### src/rtl/pc_seq_ctrl_pkg.sv
// Shared definitions for the PC sequencing controller: widths, FSM encoding,
// default interrupt vector and the next-address bundle.
package pc_seq_ctrl_pkg;

    localparam int unsigned PC_W  = 30;
    localparam int unsigned CNT_W = 32;
    localparam int unsigned OFF_W = 16;
    localparam int unsigned JT_W  = 26;

    localparam logic [PC_W-1:0] IRQ_VEC_DEFAULT = 30'h0000020;

    typedef enum logic [1:0] {
        ST_RUN  = 2'd0,
        ST_ISR  = 2'd1,
        ST_HALT = 2'd2
    } state_e;

    // Candidate next addresses produced by the arithmetic block
    typedef struct packed {
        logic [PC_W-1:0] seq;
        logic [PC_W-1:0] br;
        logic [PC_W-1:0] jt;
    } npc_t;

    // Sign-extend a branch word offset to PC width
    function automatic logic [PC_W-1:0] sext_off(input logic [OFF_W-1:0] off);
        return {{(PC_W-OFF_W){off[OFF_W-1]}}, off};
    endfunction

endpackage

### src/rtl/pc_seq_ctrl_npc.sv
// Next-address arithmetic: sequential, branch and jump targets (modulo 2^30).
module npc_calc
    import pc_seq_ctrl_pkg::*;
(
    input  logic [PC_W-1:0]  pcout_i,
    input  logic [OFF_W-1:0] branch_off_i,
    input  logic [JT_W-1:0]  jump_target_i,
    output npc_t             npc_o
);

    logic [PC_W-1:0] seq;

    // Branch target is relative to the sequential address; jump keeps its region bits
    always_comb begin
        seq       = pcout_i + PC_W'(1);
        npc_o.seq = seq;
        npc_o.br  = seq + sext_off(branch_off_i);
        npc_o.jt  = {seq[PC_W-1:JT_W], jump_target_i};
    end

endmodule

### src/rtl/pc_seq_ctrl.sv
// PC sequencing controller: selects the next PC each cycle, handles interrupt
// entry/return, halt, and counts retired instructions.
module pc_seq_ctrl
    import pc_seq_ctrl_pkg::*;
#(
    parameter logic [PC_W-1:0] IRQ_VEC = IRQ_VEC_DEFAULT
) (
    input  logic              clk,
    input  logic              reset,
    input  logic [PC_W-1:0]   pcout,
    input  logic              stall,
    input  logic              branch_take,
    input  logic [OFF_W-1:0]  branch_off,
    input  logic              jump,
    input  logic [JT_W-1:0]   jump_target,
    input  logic              jr,
    input  logic [PC_W-1:0]   jr_target,
    input  logic              irq,
    input  logic              eret,
    input  logic              halt,
    output logic [PC_W-1:0]   newpc,
    output logic [PC_W-1:0]   epc,
    output logic              irq_ack,
    output logic              halted,
    output logic [CNT_W-1:0]  inst_cnt
);

    state_e           state_q, state_d;
    logic [PC_W-1:0]  epc_q, epc_d;
    logic             irq_pend_q, irq_pend_d;
    logic [CNT_W-1:0] inst_cnt_q, inst_cnt_d;

    npc_t             npc;
    logic [PC_W-1:0]  flow_pc;
    logic             active;
    logic             advance;
    logic             take_irq;
    logic             do_eret;

    npc_calc u_npc_calc (
        .pcout_i       (pcout),
        .branch_off_i  (branch_off),
        .jump_target_i (jump_target),
        .npc_o         (npc)
    );

    // Control-flow target ignoring interrupts: jr > jump > branch > sequential
    always_comb begin
        if (jr) begin
            flow_pc = jr_target;
        end else if (jump) begin
            flow_pc = npc.jt;
        end else if (branch_take) begin
            flow_pc = npc.br;
        end else begin
            flow_pc = npc.seq;
        end
    end

    // Cycle qualifiers shared by the FSM and datapath
    always_comb begin
        active   = (state_q != ST_HALT);
        advance  = active && !stall && !halt;
        take_irq = advance && (state_q == ST_RUN) && irq_pend_q;
        do_eret  = advance && (state_q == ST_ISR) && eret;
    end

    // FSM state register
    always_ff @(posedge clk or posedge reset) begin
        if (reset) begin
            state_q <= ST_RUN;
        end else begin
            state_q <= state_d;
        end
    end

    // FSM next-state logic; only reset leaves HALT
    always_comb begin
        state_d = state_q;
        case (state_q)
            ST_RUN: begin
                if (halt) begin
                    state_d = ST_HALT;
                end else if (take_irq) begin
                    state_d = ST_ISR;
                end
            end
            ST_ISR: begin
                if (halt) begin
                    state_d = ST_HALT;
                end else if (do_eret) begin
                    state_d = ST_RUN;
                end
            end
            ST_HALT: begin
                state_d = ST_HALT;
            end
            default: begin
                state_d = ST_RUN;
            end
        endcase
    end

    // FSM outputs: next-PC select feeds the PC register on the same edge
    always_comb begin
        newpc   = flow_pc;
        irq_ack = 1'b0;
        halted  = (state_q == ST_HALT);
        if (reset) begin
            newpc = '0;
        end else if (!active || halt || stall) begin
            newpc = pcout;
        end else if (take_irq) begin
            newpc   = IRQ_VEC;
            irq_ack = 1'b1;
        end else if (do_eret) begin
            newpc = epc_q;
        end
    end

    // Next values for return address, pending flag and retired count
    always_comb begin
        epc_d      = epc_q;
        irq_pend_d = irq_pend_q;
        inst_cnt_d = inst_cnt_q;
        if (take_irq) begin
            epc_d      = flow_pc;
            irq_pend_d = 1'b0;
        end else if (active && irq) begin
            irq_pend_d = 1'b1;
        end
        if (advance && !take_irq) begin
            inst_cnt_d = inst_cnt_q + CNT_W'(1);
        end
    end

    // Datapath registers
    always_ff @(posedge clk or posedge reset) begin
        if (reset) begin
            epc_q      <= '0;
            irq_pend_q <= 1'b0;
            inst_cnt_q <= '0;
        end else begin
            epc_q      <= epc_d;
            irq_pend_q <= irq_pend_d;
            inst_cnt_q <= inst_cnt_d;
        end
    end

    assign epc      = epc_q;
    assign inst_cnt = inst_cnt_q;

endmodule

### config.mk
export PLATFORM = sky130hd
export DESIGN_NAME = pc_seq_ctrl
export DESIGN_NICKNAME = d
export VERILOG_FILES = /design/src/rtl/pc_seq_ctrl_pkg.sv /design/src/rtl/pc_seq_ctrl_npc.sv /design/src/rtl/pc_seq_ctrl.sv
export SDC_FILE = /design/constraint.sdc
export NUM_CORES = 1
export LEC_CHECK = 0
export CAP_MARGIN = 20
export CORE_ASPECT_RATIO = 1.4
export CORE_MARGIN = 2
export CORE_UTILIZATION = 35
export DETAILED_ROUTE_END_ITERATION = 8
export DONT_BUFFER_PORTS = 1
export PLACE_DENSITY = 0.59
export SYNTH_ARGS = -nofsm -noshare
export SYNTH_HDL_FRONTEND = slang
export SYNTH_SLANG_ARGS = --single-unit
### constraint.sdc
create_clock -name clk -period 10.4 [get_ports clk]
set_input_delay 2.08 -clock clk [delete_from_list [all_inputs] [get_ports clk]]
set_output_delay 2.08 -clock clk [all_outputs]
set_load 0.01 [all_outputs]
Word-level counts from Yosys, hierarchy flattened --
Index checks and enable logic that the tools add are counted. Widths: inputs -> output; s select.
Storage, ports and cells: register bits 65
Operators by class: $add $sub $neg 3, equality and inequality tests 5, muxes and demuxes 17, reduce and logical (&&, ||, !) cells 17
Operators by type and width (number):
- $mux 30 | 7
- $add 32x1->32 const B | 1
- $add 30x1->30 const B | 1
- $add 30x30->30 | 1
- $logic_and 1x1->1 | 8
- $mux 2 | 4
- $ne 3x3->1 const B | 2
- $pmux 2 s3 | 1
- $mux 1 | 5
- $logic_not 1->1 | 4
- $eq 2x1->1 const B | 1
- $eq 2x2->1 const B | 1
- $logic_not 2->1 | 1
- $logic_or 1x1->1 | 2
- $ne 2x2->1 const B | 1
- $reduce_and 2->1 | 1
- $reduce_bool 2->1 | 1

Logic depth before layout (Yosys ltp) --
word-level depth 9, gate-level depth with buffers 18

By module --
Synthesis repeated with hierarchy kept, for this count alone.
Unflattened totals: cells, all modules 816, area total of the unflattened synthesis 6611.3 µm²
Modules (own cells, without submodules):
- pc_seq_ctrl | instances 1, cells an instance 455, area each 4063.9 µm²
- npc_calc | instances 1, cells an instance 361, area each 2547.4 µm²

Least setup slack after synthesis --
Ideal clock, no wire load.
kind input-to-output, start in pcout[0], end out newpc[27], arrival time 5159 ps, required time 8320 ps, path slack 3161 ps, stages on the path 17, buffers on the path 2, cell sequence ha_1 > and3_2 > and3_1 > buf_2 > nand3_1 > nor2_1 > xor2_1 > ha_1 > buf_2 > nand2_1 > nor4_2 > o211ai_1 > nand4_1 > nand2b_2 > or4_1 > and3_1 > o21ai_1
On the way: longest elaborated chain between the ends 9
RTL lines:
- start, declared | line pc_seq_ctrl.sv:10 | input logic [PC_W-1:0] pcout,
- $add 30x1->30 (*) | line pc_seq_ctrl_npc.sv:15 | seq = pcout_i + PC_W'(1);
- $add 30x30->30 | line pc_seq_ctrl_npc.sv:17 | npc_o.br = seq + sext_off(branch_off_i);
- $mux 30 | line pc_seq_ctrl.sv:53 | end else if (branch_take) begin
- $mux 30 (*) | line pc_seq_ctrl.sv:51 | end else if (jump) begin
- $mux 30 (*) | line pc_seq_ctrl.sv:49 | if (jr) begin
- $mux 30 (*) | line pc_seq_ctrl.sv:116 | end else if (do_eret) begin
- $mux 30 (*) | line pc_seq_ctrl.sv:113 | end else if (take_irq) begin
- $mux 30 (*) | line pc_seq_ctrl.sv:111 | end else if (!active || halt || stall) begin
- $mux 30 (*) | line pc_seq_ctrl.sv:109 | if (reset) begin
- end, declared | line pc_seq_ctrl.sv:21 | output logic [PC_W-1:0] newpc,
Mark *: on every way between the ends. The rest lies on a longest branch, timed or not.

Worst setup path in the final report --
start in pcout[0], end out newpc[18]
On the way: longest elaborated chain between the ends 9
RTL lines (line):
- $add 30x1->30 (*) | pc_seq_ctrl_npc.sv:15
- $add 30x30->30 | pc_seq_ctrl_npc.sv:17
- $mux 30 (*) | pc_seq_ctrl.sv:53
- $mux 30 (*) | pc_seq_ctrl.sv:51
- $mux 30 (*) | pc_seq_ctrl.sv:49
- $mux 30 (*) | pc_seq_ctrl.sv:116
- $mux 30 (*) | pc_seq_ctrl.sv:113
- $mux 30 (*) | pc_seq_ctrl.sv:111
- $mux 30 (*) | pc_seq_ctrl.sv:109
Marks and branches as above.

==> flow_summary.yaml <==
setup_path:
  path_max_fanout: 8
  critPathCaptureType: "primary output"
  cp.required_ns: 8.32
  r2r-start: "state_q[1]$_DFFE_PP0P_"
  startpoint: "pcout[0]"
  startpoint_type: "primary input"
  critPathKind: "in -> out"
  rr_worst_depth: 9
  arrival_ns: 5.65
timing:
  tns_ns: 0
  fmax_mhz: 129
  relSlewSlack_pct: 27.9
  rsz0062_at_grt: "no"
  period_needed_ns: 7.73
  setup_violations: 0
  hold_ws_ns: 0.533
  finalWorstSetupSlack_ns: 2.67
  fin_skew_ns: 0.00832
  tightest_slew_ns: 1.08
  slew_violations: 0
  fin_crit_sh_pct: 74.3
  final-hold-violation-count: 0
job:
  drv_cap: 0
die:
  rows: 59
  die_w_um: 119
  dieHeight_um: 166
  coreArea_um2: 18500
  start_util_pct: 35.3
  io_pins: 205
  die-area_um2: 19800
clock_tree:
  path_clk_slew_ns: 0.05
  htreeDepth: 3
  cts-resized-gates: 0
  cts_hold_buf: 0
  numCtsBuffers: 9
  cts_buffer_depth: 2
  cts_sinks: 65
  clock_latency_ns: 0.33
  root_buffer: "clkbuf_16"
  post_cts_buffers: 0
  cts_tree: "done"
worst_hold_path:
  hp-start: "inst_cnt[31]$_DFFE_PP0P_"
  hp-class: "reg -> reg"
  hold_depth: 1
placed_design:
  place_congestion: 1.00
  io_buffers: 0
  placed_cell_area_um2: 6660
  dp_hpwl_um: 19600
  place_ws_ns: 2.72
logic_synthesis:
  netlist_instances: 835
  synth.distinct_cells: 75
  synthFlopType: "dfrtp_1"
  synth_top_area_share_pct: 24.9
  syn-cell-area_um2: 6520
  yosys-top-cells-count: "128 x nand2_1, 65 x dfrtp_1, 59 x nor2_1, 58 x xnor2_1, 57 x a21oi_1"
  synth-seq-cells: 65
  syn_nets: 984
  async_flop_share_pct: 100
  synth_top_cell_by_area: "dfrtp_1"
  yosysMostFrequentCell: "nand2_1"
  synth_area_leaders: "dfrtp_1 25%, xnor2_1 7.8%, nand2_1 7.4%"
  yosysSeqAreaShare_pct: 24.9
  yosysWarnings: 0
  synth.avg_cell_area_um2: 7.81
  synth_edf_count: 0
detailed_routing:
  drt_pre_antenna_iters: 6
  drt_iter0_drc: 430
  drc: 0
  viasPerCell: 6.10
  ant_nets: 0
  wl_per_cell_um: 23.5
  wirelength_um: 24900
  vias: 6464
final_layout:
  multi_input_area_um2: 4610
  layout-area-overhead-vs-synth_pct: 6.06
  n_antenna_cell: 0
  layout.nets: 960
  regArea_um2: 1630
  fin_area_um2: 6920
  num-fill-cells: 1931
  drive_gt1_share_pct: 6.38
pwr:
  p_leak_uw: 0.00294
  ir_drop_mv: 0.0516
  finalPower_uw: 1010
  power_density_nw_per_um2: 146
grt:
  first_global_vias: 6128
  overflow: 0
  grt_max_degree: 53
  antenna_found_initial: 0
  grt_pass1_wl_um: 36700
  grtUsageTotal_pct: 24.3
run_status:
  status: "complete, no violations"
## registers in the layout, summed over array words and instances (netlist names)
| signal | count |
|---|---|
| state_q | 2 |
| inst_cnt | 32 |
| irq_pend_q | 1 |
| epc | 30 |
## where the power goes
part / total (uW) / internal, uW / switching, uW / leakage [uW]
clock: 274 / 166 / 108 / 0.000128
combinational: 312 / 120 / 192 / 0.00197
sequential: 428 / 318 / 110 / 0.000842
## stage by stage
stage,std cells,util (%)
2_1_floorplan,835,-
3_3_place_gp,1044,36.1
3_5_place_dp,1044,36.1
4_1_cts,1059,37.5
5_1_grt,1059,37.5
6_report,1059,37.5
## cell usage in the layout (no fill, tap or decap), drive strengths merged, types with 14 or more instances in the layout
master | synthesis | layout
nand4 | 26 | 26
a21oi | 62 | 62
nand3 | 33 | 33
a21o | 23 | 23
o21ai | 62 | 62
dfrtp | 65 | 65
nor2 | 60 | 60
ha | 37 | 37
a31oi | 14 | 14
inv | 16 | 16
nor3 | 19 | 19
xor2 | 19 | 19
xnor2 | 59 | 59
and3 | 25 | 25
nand2 | 128 | 128
## cells by family after synthesis
family                   count (synthesis)  share of synthesized area (%)
AO/OA/AOI/OAI                          249                           25.3
XOR/XNOR                                78                           10.6
AND/OR/NAND/NOR                        331                           24.9
multiplexers                            15                           2.36
buffers and inverters                   59                           4.56
flip-flops                              65                           24.9
adder cells (fa/ha/maj)                 38                           7.40
## critical path: stages
cell and delay, ns:
ha_1 0.23, and3_2 0.22, and3_1 0.29, nand4_1 0.15
xnor2_1 0.17, ha_1 0.47, nand4_1 0.31, a2111oi_2 0.44
nor3_1 0.11, xnor2_1 0.15, nand2_1 0.06, and3_1 0.16
o31ai_1 0.52, a21o_1 0.29
## layout make-up
cell class                      count  share of cell area (%)
Multi-Input combinational cell    711                    66.6
Clock buffer                       12                    3.56
Clock inverter                      3                   0.253
Sequential cell                    65                    23.5
Inverter                           17                   0.922
Tap cell                          244                    4.41
Timing Repair Buffer                7                   0.759
## final timing paths
kind | endpoint | slack [ns]
min in group asynchronous | epc[10]$_DFFE_PP0P_ | 1.60
min | inst_cnt[31]$_DFFE_PP0P_ | 0.53
max in group asynchronous | inst_cnt[31]$_DFFE_PP0P_ | 7.80
min reg2reg | inst_cnt[31]$_DFFE_PP0P_ | 0.53
max | newpc[18] | 2.67
max reg2reg | inst_cnt[29]$_DFFE_PP0P_ | 8.01
## routing by layer
layer / vias to the layer above / part of all wire [%] / track usage [%]
li1: 3019 / - / -
met1: 3091 / 38 / 28.3
met2: 281 / 49 / 41.4
met3: 73 / 7.7 / 5.94
met4: 0 / 5.2 / 12.6
met5: - / 0 / 0
Note: power is estimated with default switching activity, not from simulation.
